$ cat src/rtl/tlb_op_ctrl_pkg.sv
// Shared definitions for the TLB maintenance controller: op encodings,
// entry/ELO layouts and the helper that builds a write entry.
package tlb_pkg;

    localparam logic [2:0] TLBOP_SRCH = 3'd0;
    localparam logic [2:0] TLBOP_RD   = 3'd1;
    localparam logic [2:0] TLBOP_WR   = 3'd2;
    localparam logic [2:0] TLBOP_FILL = 3'd3;
    localparam logic [2:0] TLBOP_INV  = 3'd4;

    localparam int ELO_W  = 27;
    localparam int TLBE_W = 89;

    localparam logic [5:0] PS_4K = 6'd12;
    localparam logic [5:0] PS_4M = 6'd22;

    // Bit offsets (LSB) of each field inside the packed TLB entry.
    localparam int TLBE_V1_LSB   = 0;
    localparam int TLBE_D1_LSB   = 1;
    localparam int TLBE_MAT1_LSB = 2;
    localparam int TLBE_PLV1_LSB = 4;
    localparam int TLBE_PPN1_LSB = 6;
    localparam int TLBE_V0_LSB   = 26;
    localparam int TLBE_D0_LSB   = 27;
    localparam int TLBE_MAT0_LSB = 28;
    localparam int TLBE_PLV0_LSB = 30;
    localparam int TLBE_PPN0_LSB = 32;
    localparam int TLBE_G_LSB    = 52;
    localparam int TLBE_ASID_LSB = 53;
    localparam int TLBE_PS_LSB   = 63;
    localparam int TLBE_VPPN_LSB = 69;
    localparam int TLBE_E_LSB    = 88;

    // TLBELO layout: {ppn, g, mat, plv, d, v}
    typedef struct packed {
        logic [19:0] ppn;
        logic        g;
        logic [1:0]  mat;
        logic [1:0]  plv;
        logic        d;
        logic        v;
    } elo_t;

    // Packed TLB entry, field order matches the offsets above.
    typedef struct packed {
        logic        e;
        logic [18:0] vppn;
        logic [5:0]  ps;
        logic [9:0]  asid;
        logic        g;
        logic [19:0] ppn0;
        logic [1:0]  plv0;
        logic [1:0]  mat0;
        logic        d0;
        logic        v0;
        logic [19:0] ppn1;
        logic [1:0]  plv1;
        logic [1:0]  mat1;
        logic        d1;
        logic        v1;
    } tlbe_t;

    typedef enum logic [1:0] {
        S_IDLE = 2'd0,
        S_EXEC = 2'd1,
        S_DONE = 2'd2
    } state_e;

    // Build the entry written by TLBWR/TLBFILL; global only if both pages are global.
    function automatic tlbe_t make_entry(input logic             e,
                                         input logic [18:0]      vppn,
                                         input logic [5:0]       ps,
                                         input logic [9:0]       asid,
                                         input logic [ELO_W-1:0] elo0_raw,
                                         input logic [ELO_W-1:0] elo1_raw);
        elo_t  elo0;
        elo_t  elo1;
        tlbe_t ent;
        elo0      = elo_t'(elo0_raw);
        elo1      = elo_t'(elo1_raw);
        ent.e     = e;
        ent.vppn  = vppn;
        ent.ps    = ps;
        ent.asid  = asid;
        ent.g     = elo0.g & elo1.g;
        ent.ppn0  = elo0.ppn;
        ent.plv0  = elo0.plv;
        ent.mat0  = elo0.mat;
        ent.d0    = elo0.d;
        ent.v0    = elo0.v;
        ent.ppn1  = elo1.ppn;
        ent.plv1  = elo1.plv;
        ent.mat1  = elo1.mat;
        ent.d1    = elo1.d;
        ent.v1    = elo1.v;
        return ent;
    endfunction

endpackage

$ cat src/rtl/tlb_op_ctrl_if.sv
// Request/response bus between the CSR block and the TLB op controller.
interface tlb_op_ctrl_if #(
    parameter int IDXW = 4
);
    import tlb_pkg::*;

    logic              op_valid;
    logic              op_ready;
    logic [2:0]        op_code;
    logic [4:0]        inv_op;
    logic [9:0]        inv_asid;
    logic [18:0]       inv_vppn;
    logic [9:0]        csr_asid;
    logic [18:0]       csr_vppn;
    logic [IDXW-1:0]   csr_index;
    logic [5:0]        csr_ps;
    logic              csr_ne;
    logic              csr_refill;
    logic [ELO_W-1:0]  csr_elo0;
    logic [ELO_W-1:0]  csr_elo1;
    logic              done;
    logic [2:0]        done_code;
    logic              res_found;
    logic [IDXW-1:0]   res_index;
    logic              res_ine;
    logic [TLBE_W-1:0] res_entry;

    // CSR side issues ops and reads results
    modport master (
        output op_valid, op_code, inv_op, inv_asid, inv_vppn,
               csr_asid, csr_vppn, csr_index, csr_ps, csr_ne, csr_refill,
               csr_elo0, csr_elo1,
        input  op_ready, done, done_code, res_found, res_index, res_ine, res_entry
    );

    // Controller side
    modport slave (
        input  op_valid, op_code, inv_op, inv_asid, inv_vppn,
               csr_asid, csr_vppn, csr_index, csr_ps, csr_ne, csr_refill,
               csr_elo0, csr_elo1,
        output op_ready, done, done_code, res_found, res_index, res_ine, res_entry
    );

endinterface

$ cat src/rtl/tlb_op_ctrl.sv
// Sequences TLB maintenance ops (SRCH/RD/WR/FILL/INV) through IDLE->EXEC->DONE,
// shares TLB search port 1 with the load/store stage and picks FILL indices
// from a free-running counter.
module tlb_op_ctrl
    import tlb_pkg::*;
#(
    parameter int TLBNUM = 16,
    parameter int IDXW   = $clog2(TLBNUM)
) (
    input  logic              clk,
    input  logic              reset,
    tlb_op_ctrl_if.slave      op_if,
    input  logic              mem_req,
    input  logic [18:0]       mem_vppn,
    input  logic              mem_bit12,
    input  logic [9:0]        mem_asid,
    output logic              mem_grant,
    output logic [18:0]       tlb_s1_vppn,
    output logic              tlb_s1_bit12,
    output logic [9:0]        tlb_s1_asid,
    input  logic              tlb_s1_found,
    input  logic [IDXW-1:0]   tlb_s1_index,
    output logic              tlb_invtlb_valid,
    output logic [4:0]        tlb_invtlb_op,
    output logic              tlb_we,
    output logic [IDXW-1:0]   tlb_w_index,
    output logic [TLBE_W-1:0] tlb_w_entry,
    output logic [IDXW-1:0]   tlb_r_index,
    input  logic [TLBE_W-1:0] tlb_r_entry
);

    state_e            state_q, state_d;
    logic [2:0]        op_code_q;
    logic [4:0]        inv_op_q;
    logic [9:0]        inv_asid_q;
    logic [18:0]       inv_vppn_q;
    logic [9:0]        csr_asid_q;
    logic [18:0]       csr_vppn_q;
    logic [IDXW-1:0]   csr_index_q;
    logic [5:0]        csr_ps_q;
    logic              csr_ne_q;
    logic              csr_refill_q;
    logic [ELO_W-1:0]  csr_elo0_q;
    logic [ELO_W-1:0]  csr_elo1_q;
    logic [IDXW-1:0]   fill_idx_q;
    logic [IDXW-1:0]   fill_cnt_q, fill_cnt_d;
    logic              res_found_q;
    logic [IDXW-1:0]   res_index_q;
    logic              res_ine_q;
    logic [TLBE_W-1:0] res_entry_q;

    logic       accept;
    logic       in_exec;
    logic       is_srch, is_rd, is_wr, is_fill, is_inv, is_rsvd;
    logic       inv_op_ok;
    logic       port1_busy;
    logic [18:0] op_s1_vppn;
    logic [9:0]  op_s1_asid;
    tlbe_t      w_entry;
    tlbe_t      r_entry;

    assign accept    = op_if.op_valid && (state_q == S_IDLE);
    assign in_exec   = (state_q == S_EXEC);
    assign is_srch   = (op_code_q == TLBOP_SRCH);
    assign is_rd     = (op_code_q == TLBOP_RD);
    assign is_wr     = (op_code_q == TLBOP_WR);
    assign is_fill   = (op_code_q == TLBOP_FILL);
    assign is_inv    = (op_code_q == TLBOP_INV);
    assign is_rsvd   = (op_code_q > TLBOP_INV);
    assign inv_op_ok = (inv_op_q <= 5'd6);

    // Port 1 is taken from load/store only while a SRCH/INV is executing.
    assign port1_busy = in_exec && (is_srch || is_inv);
    assign op_s1_vppn = is_inv ? inv_vppn_q : csr_vppn_q;
    assign op_s1_asid = is_inv ? inv_asid_q : csr_asid_q;
    assign w_entry    = make_entry(csr_refill_q | ~csr_ne_q, csr_vppn_q, csr_ps_q,
                                   csr_asid_q, csr_elo0_q, csr_elo1_q);
    assign r_entry    = tlbe_t'(tlb_r_entry);

    assign fill_cnt_d = (fill_cnt_q == IDXW'(TLBNUM - 1)) ? '0 : fill_cnt_q + 1'b1;

    // State register
    always_ff @(posedge clk) begin
        if (reset) begin
            state_q <= S_IDLE;
        end else begin
            state_q <= state_d;
        end
    end

    // Next-state: EXEC and DONE each last exactly one cycle
    always_comb begin
        state_d = state_q;
        case (state_q)
            S_IDLE:  if (op_if.op_valid) state_d = S_EXEC;
            S_EXEC:  state_d = S_DONE;
            S_DONE:  state_d = S_IDLE;
            default: state_d = S_IDLE;
        endcase
    end

    // Outputs: handshake, TLB control and port-1 mux
    always_comb begin
        op_if.op_ready   = (state_q == S_IDLE);
        op_if.done       = (state_q == S_DONE);
        op_if.done_code  = op_code_q;
        tlb_we           = 1'b0;
        tlb_w_index      = '0;
        tlb_w_entry      = '0;
        tlb_r_index      = '0;
        tlb_invtlb_valid = 1'b0;
        tlb_invtlb_op    = '0;
        mem_grant        = mem_req & ~port1_busy;
        if (in_exec && (is_wr || is_fill)) begin
            tlb_we      = 1'b1;
            tlb_w_index = is_fill ? fill_idx_q : csr_index_q;
            tlb_w_entry = w_entry;
        end
        if (in_exec && is_rd) begin
            tlb_r_index = csr_index_q;
        end
        if (in_exec && is_inv) begin
            tlb_invtlb_valid = inv_op_ok;
            tlb_invtlb_op    = inv_op_q;
        end
        if (mem_grant) begin
            tlb_s1_vppn  = mem_vppn;
            tlb_s1_bit12 = mem_bit12;
            tlb_s1_asid  = mem_asid;
        end else begin
            tlb_s1_vppn  = op_s1_vppn;
            tlb_s1_bit12 = 1'b0;
            tlb_s1_asid  = op_s1_asid;
        end
    end

    // Latch the op and its CSR snapshot at accept; fill counter runs freely
    always_ff @(posedge clk) begin
        if (reset) begin
            op_code_q    <= '0;
            inv_op_q     <= '0;
            inv_asid_q   <= '0;
            inv_vppn_q   <= '0;
            csr_asid_q   <= '0;
            csr_vppn_q   <= '0;
            csr_index_q  <= '0;
            csr_ps_q     <= '0;
            csr_ne_q     <= 1'b0;
            csr_refill_q <= 1'b0;
            csr_elo0_q   <= '0;
            csr_elo1_q   <= '0;
            fill_idx_q   <= '0;
            fill_cnt_q   <= '0;
        end else begin
            fill_cnt_q <= fill_cnt_d;
            if (accept) begin
                op_code_q    <= op_if.op_code;
                inv_op_q     <= op_if.inv_op;
                inv_asid_q   <= op_if.inv_asid;
                inv_vppn_q   <= op_if.inv_vppn;
                csr_asid_q   <= op_if.csr_asid;
                csr_vppn_q   <= op_if.csr_vppn;
                csr_index_q  <= op_if.csr_index;
                csr_ps_q     <= op_if.csr_ps;
                csr_ne_q     <= op_if.csr_ne;
                csr_refill_q <= op_if.csr_refill;
                csr_elo0_q   <= op_if.csr_elo0;
                csr_elo1_q   <= op_if.csr_elo1;
                fill_idx_q   <= fill_cnt_q;
            end
        end
    end

    // Capture results at the end of EXEC; they stay until the next op's EXEC
    always_ff @(posedge clk) begin
        if (reset) begin
            res_found_q <= 1'b0;
            res_index_q <= '0;
            res_ine_q   <= 1'b0;
            res_entry_q <= '0;
        end else if (in_exec) begin
            res_ine_q <= is_rsvd | (is_inv & ~inv_op_ok);
            if (is_srch) begin
                res_found_q <= tlb_s1_found;
                res_index_q <= tlb_s1_index;
            end
            if (is_rd) begin
                // An invalid entry reads back as all zeros
                res_entry_q <= r_entry.e ? tlb_r_entry : '0;
            end
        end
    end

    assign op_if.res_found = res_found_q;
    assign op_if.res_index = res_index_q;
    assign op_if.res_ine   = res_ine_q;
    assign op_if.res_entry = res_entry_q;

endmodule

$ cat src/flat_wrapper.sv
// flat-port wrapper written by rule: the top's interface ports become plain ports
module tlb_op_ctrl_flat import tlb_pkg::*;
#(
    parameter int TLBNUM = 16,
    parameter int IDXW   = $clog2(TLBNUM)
)
  (clk, reset, mem_req, mem_vppn, mem_bit12, mem_asid, mem_grant, tlb_s1_vppn, tlb_s1_bit12, tlb_s1_asid, tlb_s1_found, tlb_s1_index, tlb_invtlb_valid, tlb_invtlb_op, tlb_we, tlb_w_index, tlb_w_entry, tlb_r_index, tlb_r_entry, op_if_op_valid, op_if_op_code, op_if_inv_op, op_if_inv_asid, op_if_inv_vppn, op_if_csr_asid, op_if_csr_vppn, op_if_csr_index, op_if_csr_ps, op_if_csr_ne, op_if_csr_refill, op_if_csr_elo0, op_if_csr_elo1, op_if_op_ready, op_if_done, op_if_done_code, op_if_res_found, op_if_res_index, op_if_res_ine, op_if_res_entry);
  tlb_op_ctrl_if #(.IDXW(IDXW)) op_if_i ();
  input  logic clk;
  input  logic reset;
  input  logic mem_req;
  input  logic [18:0] mem_vppn;
  input  logic mem_bit12;
  input  logic [9:0] mem_asid;
  output logic mem_grant;
  output logic [18:0] tlb_s1_vppn;
  output logic tlb_s1_bit12;
  output logic [9:0] tlb_s1_asid;
  input  logic tlb_s1_found;
  input  logic [IDXW-1:0] tlb_s1_index;
  output logic tlb_invtlb_valid;
  output logic [4:0] tlb_invtlb_op;
  output logic tlb_we;
  output logic [IDXW-1:0] tlb_w_index;
  output logic [TLBE_W-1:0] tlb_w_entry;
  output logic [IDXW-1:0] tlb_r_index;
  input  logic [TLBE_W-1:0] tlb_r_entry;
  input wire logic [$bits(op_if_i.op_valid)-1:0] op_if_op_valid;
  input wire logic [$bits(op_if_i.op_code)-1:0] op_if_op_code;
  input wire logic [$bits(op_if_i.inv_op)-1:0] op_if_inv_op;
  input wire logic [$bits(op_if_i.inv_asid)-1:0] op_if_inv_asid;
  input wire logic [$bits(op_if_i.inv_vppn)-1:0] op_if_inv_vppn;
  input wire logic [$bits(op_if_i.csr_asid)-1:0] op_if_csr_asid;
  input wire logic [$bits(op_if_i.csr_vppn)-1:0] op_if_csr_vppn;
  input wire logic [$bits(op_if_i.csr_index)-1:0] op_if_csr_index;
  input wire logic [$bits(op_if_i.csr_ps)-1:0] op_if_csr_ps;
  input wire logic [$bits(op_if_i.csr_ne)-1:0] op_if_csr_ne;
  input wire logic [$bits(op_if_i.csr_refill)-1:0] op_if_csr_refill;
  input wire logic [$bits(op_if_i.csr_elo0)-1:0] op_if_csr_elo0;
  input wire logic [$bits(op_if_i.csr_elo1)-1:0] op_if_csr_elo1;
  output wire logic [$bits(op_if_i.op_ready)-1:0] op_if_op_ready;
  output wire logic [$bits(op_if_i.done)-1:0] op_if_done;
  output wire logic [$bits(op_if_i.done_code)-1:0] op_if_done_code;
  output wire logic [$bits(op_if_i.res_found)-1:0] op_if_res_found;
  output wire logic [$bits(op_if_i.res_index)-1:0] op_if_res_index;
  output wire logic [$bits(op_if_i.res_ine)-1:0] op_if_res_ine;
  output wire logic [$bits(op_if_i.res_entry)-1:0] op_if_res_entry;
  assign op_if_i.op_valid = op_if_op_valid;
  assign op_if_i.op_code = op_if_op_code;
  assign op_if_i.inv_op = op_if_inv_op;
  assign op_if_i.inv_asid = op_if_inv_asid;
  assign op_if_i.inv_vppn = op_if_inv_vppn;
  assign op_if_i.csr_asid = op_if_csr_asid;
  assign op_if_i.csr_vppn = op_if_csr_vppn;
  assign op_if_i.csr_index = op_if_csr_index;
  assign op_if_i.csr_ps = op_if_csr_ps;
  assign op_if_i.csr_ne = op_if_csr_ne;
  assign op_if_i.csr_refill = op_if_csr_refill;
  assign op_if_i.csr_elo0 = op_if_csr_elo0;
  assign op_if_i.csr_elo1 = op_if_csr_elo1;
  assign op_if_op_ready = op_if_i.op_ready;
  assign op_if_done = op_if_i.done;
  assign op_if_done_code = op_if_i.done_code;
  assign op_if_res_found = op_if_i.res_found;
  assign op_if_res_index = op_if_i.res_index;
  assign op_if_res_ine = op_if_i.res_ine;
  assign op_if_res_entry = op_if_i.res_entry;
  tlb_op_ctrl #(.TLBNUM(TLBNUM), .IDXW(IDXW)) u_core (.clk(clk), .reset(reset), .op_if(op_if_i), .mem_req(mem_req), .mem_vppn(mem_vppn), .mem_bit12(mem_bit12), .mem_asid(mem_asid), .mem_grant(mem_grant), .tlb_s1_vppn(tlb_s1_vppn), .tlb_s1_bit12(tlb_s1_bit12), .tlb_s1_asid(tlb_s1_asid), .tlb_s1_found(tlb_s1_found), .tlb_s1_index(tlb_s1_index), .tlb_invtlb_valid(tlb_invtlb_valid), .tlb_invtlb_op(tlb_invtlb_op), .tlb_we(tlb_we), .tlb_w_index(tlb_w_index), .tlb_w_entry(tlb_w_entry), .tlb_r_index(tlb_r_index), .tlb_r_entry(tlb_r_entry));
endmodule
$ cat config.mk
export PLATFORM = sky130hd
export DESIGN_NAME = tlb_op_ctrl_flat
export DESIGN_NICKNAME = d
export VERILOG_FILES = /design/src/rtl/tlb_op_ctrl_pkg.sv /design/src/rtl/tlb_op_ctrl_if.sv /design/src/rtl/tlb_op_ctrl.sv /design/src/flat_wrapper.sv
export SDC_FILE = /design/constraint.sdc
export NUM_CORES = 1
export LEC_CHECK = 0
export BUFFER_PORTS_ARGS = -buffer_cell sky130_fd_sc_hd__buf_2
export CAP_MARGIN = 0
export CORE_AREA = 2 2 194 196
export DETAILED_ROUTE_END_ITERATION = 6
export DIE_AREA = 0 0 196 198
export GPL_ROUTABILITY_DRIVEN = 0
export GPL_TIMING_DRIVEN = 0
export PLACE_DENSITY_LB_ADDON = 0.12
export REMOVE_ABC_BUFFERS = 1
export SYNTH_ARGS = -nofsm -noshare
export SYNTH_HDL_FRONTEND = slang
export SYNTH_SLANG_ARGS = --single-unit
$ cat constraint.sdc
create_clock -name clk -period 2.4 [get_ports clk]
set_input_delay 0.48 -clock clk [delete_from_list [all_inputs] [get_ports clk]]
set_output_delay 0.48 -clock clk [all_outputs]
set_load 0.01 [all_outputs]
# [After elaboration in Yosys (flattened, before gate mapping)]
# Cells that the tools add are included.
[word_totals] register_bits=237 in_bits=260 out_inout_bits=235 elab_cells=65
[classes] addsub=1 order_cmp=2 eq_ne=8 muxes=15 n_bitwise=8 reduce_logical=12
[op_table] operator="$mux W89" n=2
[op_table] operator="$mux W19" n=2
[op_table] operator="$mux W10" n=2
[op_table] operator="$mux W4" n=3
[op_table] operator="$eq A3 B2 Y1 const B" n=2
[op_table] operator="$le A5 B3 Y1 const B" n=1
[op_table] operator="$logic_and A1 B1 Y1" n=5
[op_table] operator="$mux W5" n=1
[op_table] operator="$add A4 B1 Y4 const B" n=1
[op_table] operator="$eq A4 B4 Y1 const B" n=1
[op_table] operator="$pmux W2 S2" n=1
[op_table] operator="$reduce_and A2 Y1" n=2
[op_table] operator="$and A1 B1 Y1" n=3
[op_table] operator="$eq A3 B1 Y1 const B" n=1
[op_table] operator="$eq A3 B3 Y1 const B" n=1
[op_table] operator="$gt A3 B3 Y1 const B" n=1
[op_table] operator="$logic_not A3 Y1" n=1
[op_table] operator="$mux W1" n=3
[op_table] operator="$not A1 Y1" n=3
[op_table] operator="$eq A2 B1 Y1 const B" n=1
[op_table] operator="$eq A2 B2 Y1 const B" n=1
[op_table] operator="$logic_not A2 Y1" n=1
[op_table] operator="$logic_or A1 B1 Y1" n=2
[op_table] operator="$mux W2" n=1
[op_table] operator="other kinds (3)" n=4

# [Logic depth before layout (Yosys ltp)]
[logic_depth] word_depth=6 ltp_mapped=7 mapped_depth_nobuf=4

# [Least setup slack after synthesis]
# No wires, ideal clock.
[synth_timing] kind="flip-flop to output port" start="register u_core.op_code_q[2] (netlist: u_core.op_if.done_code[2])" end="output tlb_s1_vppn[16]" t_arrival_ns=1.609 required_ns=1.920 slack_ns=0.311 stages_incl_launch_ff=6 path_buffers=2 cell_sequence="dfxtp_1 buf_6 nor3b_4 buf_2 mux2_2 mux2_1"
[synth_between] elab_chain_len=6 elab_cells_between_ends=8 classes_between="eq/ne (1); mux (2); bitwise (2); reduce/logical (3)"
[synth_rtl] element="start: declaration" line="tlb_op_ctrl.sv:33" source="logic [2:0] op_code_q;"
[synth_rtl] element="start signal: assignment" line="tlb_op_ctrl.sv:157" source="op_code_q <= op_if.op_code;"
[synth_rtl] element="$eq A3 B3 Y1 or $logic_not A3 Y1 (tied branches)" line="tlb_op_ctrl.sv:68, tlb_op_ctrl.sv:64"
[synth_rtl] element="$logic_or A1 B1 Y1" line="tlb_op_ctrl.sv:73" source="assign port1_busy = in_exec && (is_srch || is_inv);"
[synth_rtl] element="$logic_and A1 B1 Y1" line="tlb_op_ctrl.sv:73"
[synth_rtl] element="$not A1 Y1" line="tlb_op_ctrl.sv:113" source="mem_grant = mem_req & ~port1_busy;"
[synth_rtl] element="$and A1 B1 Y1" line="tlb_op_ctrl.sv:113"
[synth_rtl] element="$mux W19 (*)" line="tlb_op_ctrl.sv:126" source="if (mem_grant) begin"
[synth_rtl] element="end: declaration" line="flat_wrapper.sv:16" source="output logic [18:0] tlb_s1_vppn;"
# Mark *: on every way between the ends. The rest lies on a longest branch, timed or not.

# [Final worst setup path]
[layout_timing] start="register u_core.op_code_q[1] (netlist: u_core.op_if.done_code[1])" end="output tlb_s1_vppn[15]"
# Same word-level chain as after synthesis.

==> impl_metrics.csv <==
group,metric,value,unit
placed_design,dpl_worst_slack,-0.598,ns
global_route,grt_antenna_before_repair,11,
routing,detail_route.wl_per_cell,19.4,um
sta,finalHoldViolations,0,
sta,slew_violations,0,
sta,fin_ws,-0.449,ns
critical_path,regToRegEndpoint,"u_core.op_if.res_entry[81]",
critical_path,r2r_start,"u_core.op_if.done_code[2]",
routing,vias,11000,
critical_path,cp_data_arrival_time,2.37,ns
cts,cts-htree-levels,1,
yosys,ys_seq_elements,237,
layout,final_common_cell,"buf_2",
die,die_area,38800,um^2
placed_design,dp_hpwl,27400,um
cts,numClockSinks,237,
layout,final_cell_mix,"buf_2 (385), nand2_1 (273), dfxtp_1 (232)",
power_and_ir_drop,finalPower,9.84,mW
routing,route.detailed.drc,0,
global_route,grtUsageTotal,0.209,
yosys,syn-instance-count,1265,
cts,worstSkewPairLatency,0.54,ns
routing,dr.pass1.iters,4,
die,io_pins,495,
power_and_ir_drop,p_leak,7.20,nW
power_and_ir_drop,ir_drop,0.450,mV
sta,slew_headroom,0.431,
routing,ant_nets,0,
yosys,synth_cell_type_count,40,
cts,root_buffer,"clkbuf_16",
critical_path,startpoint_type,"register",
critical_path,cp-endpoint,"tlb_s1_vppn[15]",
sta,tightest_slew,0.853,ns
run_status,status,"finished with violations",
critical_path,endpoint_kind,"primary output",
cts,cts_tree,"yes",
routing,wl,43500,um
yosys,post_synth.cell_area_avg,8.39,um^2
sta,finalCritPeriodShare,1.19,
critical_path,rrSetupSlack,0.22,ns
layout,area_growth,53.6,%
sta,skew,0.00769,ns
layout,drive_gt1_frac,0.437,
routing,viasPerCell,4.92,
cts,clockBufferDepth,3,
critical_path,rr_worst_depth,8,
global_route,grt_pass1_vias,10600,
die,fp.dieW,196,um
placed_design,io_buffers,494,
min_path,worstHoldStart,"op_if_op_code[2]",
routing,drt_iter0_markers,496,
global_route,grt_pass1_wl,64000,um
die,rows,71,
yosys,seq_area_frac_synth,0.447,
die,start_util,0.287,
yosys,syn_area,10600,um^2
cts,ctsHoldBuffers,0,
global_route,grt_max_degree,121,
critical_path,cp-startpoint,"u_core.op_if.done_code[1]",
die,fp.coreArea,37000,um^2
sta,finalCriticalPeriod,2.85,ns
cts,cts-buffers-inserted,29,
layout,final_nets,2008,
critical_path,critPathMaxFanout,7,
yosys,ys_warn_count,0,
sta,max_freq,351,MHz
run_status,violations,"setup timing",
layout,finalCoreUtilization,0.441,
sta,setup_viol,135,
die,dieHeight,198,um
power_and_ir_drop,power.density,604,nW/um^2
cts,clk_pin_slew_worst_paths,0.06,ns
run,maxCapViolations,0,
global_route,grt_overflow,0,
critical_path,crit_type,"reg -> out",
min_path,hold_path_class,"in -> reg",
critical_path,worstPathRequired,1.92,ns
sta,rsz0062_at_grt,"true",
==> synthesized netlist by cell type (all sizes together) <==
cell	number	area, um^2
nand4	88	551
nand2	274	1030
clkbuf	61	262
mux2i	4	40.0
a311oi	1	8.76
or3b	3	26.3
nor3b	5	60.1
nor3	1	5.00
and2	6	37.5
o2111ai	1	8.76
or2	1	6.26
a21o	1	7.51
nor4b	1	8.76
o31ai	1	12.5
inv	4	15.0
dfxtp	237	4740
and2b	1	8.76
ha	1	12.5
nor2	10	37.5
or4	1	7.51
a21oi	232	1160
nand2b	2	20.0
buf	74	702
nand3	6	30.0
o21ai	94	470
and3	95	594
xnor2	1	8.76
a31oi	1	6.26
mux2	58	728
==> per-layer routing <==
| layer | GRT usage | share of wire | wire [um] | vias up |
|---|---|---|---|---|
| li1 | - | - | - | 5387 |
| met1 | 0.262 | 0.42 | 18100 | 5193 |
| met2 | 0.346 | 0.47 | 20500 | 386 |
| met3 | 0.0719 | 0.095 | 4110 | 54 |
| met4 | 0.0497 | 0.016 | 717 | 10 |
| met5 | 0 | 0.0015 | 67 | - |
==> registers in the layout, indices dropped and copies added (netlist names) <==
name                    flops
u_core.csr_ne_q             1
u_core.op_if.done_code      3
u_core.fill_cnt_q           4
u_core.op_if.res_ine        1
u_core.inv_op_q             5
u_core.csr_elo0_q          27
u_core.state_q              2
u_core.csr_refill_q         1
u_core.csr_elo1_q          27
u_core.inv_asid_q          10
u_core.csr_ps_q             6
u_core.csr_asid_q          10
u_core.inv_vppn_q          19
u_core.csr_index_q          4
u_core.csr_vppn_q          19
u_core.fill_idx_q           4
u_core.op_if.res_found      1
u_core.op_if.res_index      4
u_core.op_if.res_entry     89
==> how the worst min path moves through the flow <==
| stage | to | slack [ns] | cells after the start |
|---|---|---|---|
| final | u_core.op_if.done_code[2] | 0.17 | 3 |
| after global routing | u_core.inv_asid_q[0] | 0.14 | 3 |
| after CTS | u_core.op_if.done_code[0] | 0.14 | 3 |
| after detailed placement | u_core.csr_elo1_q[4] | 0.44 | 2 |
| after global placement | u_core.csr_ps_q[0] | 0.44 | 2 |
| after floorplan | u_core.csr_elo0_q[26] | 0.43 | 2 |
==> power breakdown <==
group / switching (mW) / total (mW) / internal (mW)
combinational: 0.845 / 1.68 / 0.831
sequential: 0.100 / 4.19 / 4.09
clock: 1.67 / 3.97 / 2.30
==> kinds of logic after synthesis <==
family / count (synthesis) / synth area share
adder cells (fa/ha/maj): 1 / 0.00118
flip-flops: 237 / 0.447
buffers and inverters: 139 / 0.0922
multiplexers: 62 / 0.0724
AO/OA/AOI/OAI: 331 / 0.158
AND/OR/NAND/NOR: 494 / 0.228
XOR/XNOR: 1 / 0.000826
==> cell type report <==
type                    count  area, um^2
diodes                      6        15.0
clock buffers              43         808
clock inverters             5        31.3
fillers                  3746       20700
inverters                   4        17.5
multi-input cells         889        5440
flip-flops and latches    237        4760
well taps                 474         593
repair buffers            586        4620
==> timing repair <==
action | CTS | global route
resized for setup | 164 | 138
setup endpoints to repair | 135 | 148
pin swaps | 11 | 12
cloned | 12 | 3
setup buffers | 46 | 10
==> metrics by stage <==
stage | cell area (um^2) | cells | TNS [ns] | hold WS [ns]
2_1_floorplan | 9650 | 1130 | -1090.93 | 0.426
3_3_place_gp | 12700 | 2098 | -2574.89 | 0.437
3_5_place_dp | 13300 | 2130 | -19.01 | 0.443
4_1_cts | 15600 | 2234 | -27.50 | 0.137
5_1_grt | 16300 | 2241 | -42.24 | 0.145
6_report | 16300 | 2244 | -31.73 | 0.170
==> worst max-delay path, stage by stage, from the launching register on <==
cell and delay [ns]:
dfxtp_4 0.36, buf_16 0.14, nor3b_4 0.17, buf_6 0.15, buf_16 0.14, buf_16 0.14
mux2_2 0.34, mux2_2 0.27, buf_6 0.12
Note: power is estimated with default switching activity, not from simulation.
